`src/rtl/payment_pkg.sv`:
```
// rtl/payment_pkg.sv - shared state encodings and parameter defaults for the payment sequencer
package payment_pkg;

    localparam int unsigned DEF_MONEY_W   = 5;
    localparam int unsigned DEF_COIN_UNIT = 10;
    localparam int unsigned DEF_MAX_COIN  = 30;
    localparam int unsigned DEF_TIMEOUT   = 1000;

    typedef enum logic [2:0] {
        ST_IDLE   = 3'd0,
        ST_ACCUM  = 3'd1,
        ST_REFUND = 3'd2,
        ST_CHANGE = 3'd3,
        ST_THANKS = 3'd4
    } state_t;

endpackage

```
`src/rtl/idle_timer.sv`:
```
// rtl/idle_timer.sv - saturating idle-cycle counter that flags the last cycle before timeout
module idle_timer #(
    parameter int unsigned TIMEOUT = 1000
) (
    input  logic clock,
    input  logic reset,
    input  logic restart,
    input  logic enable,
    output logic expired
);

    localparam int unsigned CW = $clog2(TIMEOUT + 1);
    localparam logic [CW-1:0] LAST = CW'(TIMEOUT - 1);
    localparam logic [CW-1:0] CAP  = CW'(TIMEOUT);

    logic [CW-1:0] count;

    // Count enabled idle cycles, saturating at TIMEOUT; restart clears.
    always_ff @(posedge clock) begin
        if (reset || restart) begin
            count <= '0;
        end else if (enable && count != CAP) begin
            count <= count + CW'(1);
        end
    end

    // High during the TIMEOUT-th consecutive idle cycle, so the owner acts on that edge.
    assign expired = enable && !restart && (count == LAST);

endmodule

```
`src/rtl/payment_sequencer.sv`:
```
// rtl/payment_sequencer.sv - coin accumulation, vend, change and refund sequencing
module payment_sequencer
    import payment_pkg::*;
#(
    parameter int unsigned MONEY_W   = DEF_MONEY_W,
    parameter int unsigned COIN_UNIT = DEF_COIN_UNIT,
    parameter int unsigned MAX_COIN  = DEF_MAX_COIN,
    parameter int unsigned TIMEOUT   = DEF_TIMEOUT
) (
    input  logic               clock,
    input  logic               reset,
    input  logic               coin_valid,
    input  logic [MONEY_W-1:0] coin_value,
    input  logic [MONEY_W-1:0] price,
    input  logic               cancel,
    input  logic               change_done,
    output logic               coin_reject,
    output logic               change_start,
    output logic [MONEY_W-1:0] change_amount,
    output logic               vend,
    output logic [MONEY_W-1:0] total,
    output logic [2:0]         main_state
);

    state_t             state;
    logic [MONEY_W-1:0] price_q;
    logic [MONEY_W:0]   sum;
    logic [31:0]        coin_ext;
    logic               coin_ok;
    logic               expired;
    logic               payout_done;

    assign coin_ext = 32'(coin_value);
    assign coin_ok  = (coin_ext != 0) && ((coin_ext % COIN_UNIT) == 0) && (coin_ext <= MAX_COIN);
    // Extra carry bit detects a credit that would not fit in MONEY_W.
    assign sum      = {1'b0, total} + {1'b0, coin_value};
    // change_done is only honoured once change_start has already been seen by the dispenser.
    assign payout_done = (change_done && !change_start) || (change_amount == '0);
    assign main_state  = state;

    idle_timer #(
        .TIMEOUT (TIMEOUT)
    ) u_idle_timer (
        .clock   (clock),
        .reset   (reset),
        .restart (coin_valid || state != ST_ACCUM),
        .enable  (state == ST_ACCUM),
        .expired (expired)
    );

    // Transaction FSM with all outputs registered; pulses default low every cycle.
    always_ff @(posedge clock) begin
        if (reset) begin
            state         <= ST_IDLE;
            price_q       <= '0;
            total         <= '0;
            change_amount <= '0;
            coin_reject   <= 1'b0;
            change_start  <= 1'b0;
            vend          <= 1'b0;
        end else begin
            coin_reject  <= 1'b0;
            change_start <= 1'b0;
            vend         <= 1'b0;
            case (state)
                ST_IDLE: begin
                    if (coin_valid) begin
                        if (coin_ok) begin
                            total   <= coin_value;
                            price_q <= price;
                            state   <= ST_ACCUM;
                        end else begin
                            coin_reject <= 1'b1;
                        end
                    end
                end
                ST_ACCUM: begin
                    if (cancel) begin
                        coin_reject   <= coin_valid;
                        change_amount <= total;
                        change_start  <= 1'b1;
                        state         <= ST_REFUND;
                    end else if (coin_valid) begin
                        if (!coin_ok) begin
                            coin_reject <= 1'b1;
                        end else if (sum[MONEY_W]) begin
                            coin_reject   <= 1'b1;
                            change_amount <= total;
                            change_start  <= 1'b1;
                            state         <= ST_REFUND;
                        end else begin
                            total <= sum[MONEY_W-1:0];
                        end
                    end else if (total >= price_q) begin
                        change_amount <= total - price_q;
                        change_start  <= (total != price_q);
                        vend          <= 1'b1;
                        state         <= ST_CHANGE;
                    end else if (expired) begin
                        change_amount <= total;
                        change_start  <= 1'b1;
                        state         <= ST_REFUND;
                    end
                end
                ST_REFUND, ST_CHANGE: begin
                    coin_reject <= coin_valid;
                    if (payout_done) begin
                        state <= ST_THANKS;
                    end
                end
                ST_THANKS: begin
                    coin_reject   <= coin_valid;
                    total         <= '0;
                    change_amount <= '0;
                    state         <= ST_IDLE;
                end
                default: begin
                    state <= ST_IDLE;
                end
            endcase
        end
    end

endmodule

```
`config.mk`:
```
export PLATFORM = sky130hd
export DESIGN_NAME = payment_sequencer
export DESIGN_NICKNAME = d
export VERILOG_FILES = /design/src/rtl/payment_pkg.sv /design/src/rtl/idle_timer.sv /design/src/rtl/payment_sequencer.sv
export SDC_FILE = /design/constraint.sdc
export NUM_CORES = 1
export LEC_CHECK = 0
export ABC_CLOCK_PERIOD_IN_PS = 2300
export CAP_MARGIN = 20
export CORE_ASPECT_RATIO = 1.1
export CORE_MARGIN = 2
export CORE_UTILIZATION = 49
export DETAILED_ROUTE_END_ITERATION = 16
export PLACE_DENSITY = 0.74
export SYNTH_ARGS = -nofsm -noshare
export SYNTH_HDL_FRONTEND = slang
export SYNTH_HIERARCHICAL = 1
export SYNTH_SLANG_ARGS = --single-unit
```
`constraint.sdc`:
```
create_clock -name clock -period 2.3 [get_ports clock]
set_input_delay 0.23 -clock clock [delete_from_list [all_inputs] [get_ports clock]]
set_output_delay 0.23 -clock clock [all_outputs]
set_load 0.02 [all_outputs]
```
==> reports/summary.txt <==
status: finished, violations left
violated checks: negative setup slack
Max Freq: 0.424 GHz
via count: 2146
Nets: 353
Hold Path Origin: change_amount[0]$_SDFFE_PP0P_
Final GP Congestion: 0.906
Final period util: 103%
via-per-instance ratio: 5.71
Clock Latency Late Sink: 280 ps
Setup crit start: main_state[1]$_SDFFE_PP0P_
slowest CP cell: or4b_4
antenna diode count: 0
# DRC: 0
WL/cell: 14.5 um
DRT antenna net count: 0
combinational share of power: 44.4%
cts hold-fix bufs: 0
worst r2r src: main_state[1]$_SDFFE_PP0P_
EDFF count, synth: 0
Final min period: 2360 ps
register area share after synthesis: 28.4%
Post-Route WL: 5470 um
Avg Inst Size Synth: 8.56 um2
max incr delay on CP: 530 ps
CTS tree: done
Max Slew Vio Count: 0
Worst path top cell family by delay: simple AND/OR/NAND/NOR gates
Core Area: 0.00429 mm2
Power per Cell Area: 587 mW/mm2
post-synth cell types: 56
Gate Count Post-Synth: 255
io pins: 31
largest area contributor in the netlist: dfxtp_1
Final HPWL DP: 3950 um
clock slew at reported path FFs: 60 ps
area of the multi-input gates: 0.00158 mm2
vias in the first global route: 1995
Sw Share: 35.8%
hold slack final: 490 ps
Seq pwr share: 33.2%
Setup crit end kind: flop
Worst VDD drop: 0.328 mV
worst path cell trace: nor2_4 > nand2_4 > clkinv_4 > nand2b_4 > or4b_4 > nor3_4 > nor2_2 > nor4b_4 > a2bb2oi_2 > o211ai_1 > mux2_2
Post-synth ARST share: 0%
Max-cap violations: 0
Post-DP Area: 0.00283 mm2
cells taking the most area after synthesis: dfxtp_1, ha_1, nor2_1, a21oi_1, mux2_4
hold crit path type: reg2reg
Setup-failing EPs final: 7
leakage power: 1.24 nW
CP Class: reg2reg
critical path buffer and inverter count: 1
final hold viol count: 0
Int Power: 1.15 mW
global-route wire length before repair: 8740 um
clock share of power: 22.4%
Mapped Area: 0.00218 mm2
TritonCTS buffer count: 5
setup ws final: -57.6 ps
largest net degree at the start of global routing: 30
GRT overflow: 0
Starting Density: 50.9%
die footprint: 0.00501 mm2
Net Sw Power: 0.638 mW
Design Area, Final: 0.00304 mm2
DRT iter0 DRCs: 115
Most used DFF post-synth: dfxtp_1
crit start category: flop
Root Buffer: clkbuf_8
FP Rows: 25
Die Y: 74.0 um
IO Port Bufs: 30
FF+latch count, synth: 31
Synth warnings: 6
H-tree depth: 2
RSZ-0062 raised after global routing: yes
clock skew: 5.61 ps
Critical Path AT: 2520 ps
Worst EP required: 2460 ps
initial antenna violation count: 0
area delta synth->final: 39.1%
worst slew pin tran: 445 ps
fillers: 347
share of the synthesized area in the top cell type: 28.4%
clock sink count: 31
clock buffer depth: 2
FF+latch area: 631 um2
synthesized net count: 287
die width: 67.6 um
total power: 1.78 mW
Max-slew headroom: 70.0%
Pre-antenna DRT Iters: 4
crit path max fanout: 3
share of post-route cells with drive strength above 1: 28.3%
gr usage total: 22.7%
-- cells in the final DEF (no fill, tap or decap), types with 7 or more instances in the layout --
cell type,n
nand2_1,9
buf_4,39
or4_1,7
dfxtp_1,25
clkdlybuf4s50_1,26
nor3_1,7
nor2b_1,9
nor2_1,20
a21oi_1,13
ha_1,13
inv_1,19
-- metal layers --
layer,track usage [%],wire length [um],vias up
met4,6.58,59,0
met3,4.24,256,6
met5,0,0,-
met1,29.9,2490,998
li1,-,-,1083
met2,37.8,2660,59
-- path summary, 6_finish.rpt --
| path | endpoint | slack [ps] | cells after the start |
|---|---|---|---|
| worst max-delay path | main_state[0]$_SDFFE_PP0P_ | -60 | 11 |
| worst min register to register | change_amount[0]$_SDFFE_PP0P_ | 490 | 2 |
| worst max register to register | main_state[0]$_SDFFE_PP0P_ | -60 | 11 |
| worst min-delay path | change_amount[0]$_SDFFE_PP0P_ | 490 | 2 |
-- Yosys cell counts, drive strengths merged (3+ instances only) --
cell type	number
nand2	11
xor2	4
o31ai	5
a31oi	4
o211ai	3
a22oi	5
ha	15
mux2i	7
nand4	4
or4	7
nor2b	10
mux2	6
clkbuf	8
or3	3
nand2b	6
or2	4
nor3	8
inv	19
a21o	4
o21ai	6
nand3	7
nor4b	3
nor2	22
xnor2	4
a21oi	15
o32ai	5
dfxtp	31
o2111ai	3
-- what timing repair did --
action / in CTS / in global routing
resized for setup: 19 / 19
buffers inserted: 1 / 2
setup endpoints to repair: 19 / 14
pin swaps: 10 / 17
-- power groups by stage --
stage | logic, mW | registers (mW) | clock network, mW
after global routing | 0.861 | 0.595 | 0.436
after CTS | 0.751 | 0.590 | 0.409
final | 0.792 | 0.592 | 0.399
after floorplan | 0.416 | 0.639 | 0
after global placement | 0.729 | 0.601 | 0
after detailed placement | 0.731 | 0.602 | 0
-- worst min-delay path, cell delays in order (launching register included) --
cell	delay (ps)
dfxtp_1	320
inv_1	50
o32ai_1	70
-- final cells by class --
| class | count | area share, % |
|---|---|---|
| Clock inverter | 1 | 0.165 |
| Multi-Input combinational cell | 194 | 52.1 |
| Timing Repair Buffer | 69 | 19.6 |
| Sequential cell | 31 | 20.8 |
| Inverter | 20 | 2.64 |
| Tap cell | 54 | 2.22 |
| Clock buffer | 7 | 2.51 |
-- flip-flops by register name, indices dropped and copies added, names as in the netlist --
signal,count
price_q,5
u_idle_timer/count,10
total,5
vend,1
main_state,3
coin_reject,1
change_amount,5
change_start,1
-- per-stage QoR --
stage                     cells  worst slack, ps  utilization [%]  TNS (ps)
after global placement      365             -599             66.0     -8740
after detailed placement    365             -683             66.0     -9890
final                       376            -57.6             70.9      -189
after floorplan             255             -127                -      -608
after CTS                   374             1.44             68.7         0
after global routing        376             -140             70.9      -882
-- cells by family after synthesis --
kind of cell             after synthesis  synth area share, %
AO/OA/AOI/OAI                         64                 20.9
XOR/XNOR                               8                 3.21
flip-flops                            31                 28.4
AND/OR/NAND/NOR                       92                 24.2
buffers and inverters                 30                 5.67
multiplexers                          13                 7.16
adder cells (fa/ha/maj)               17                 10.4
Note: power is estimated with default switching activity, not from simulation.
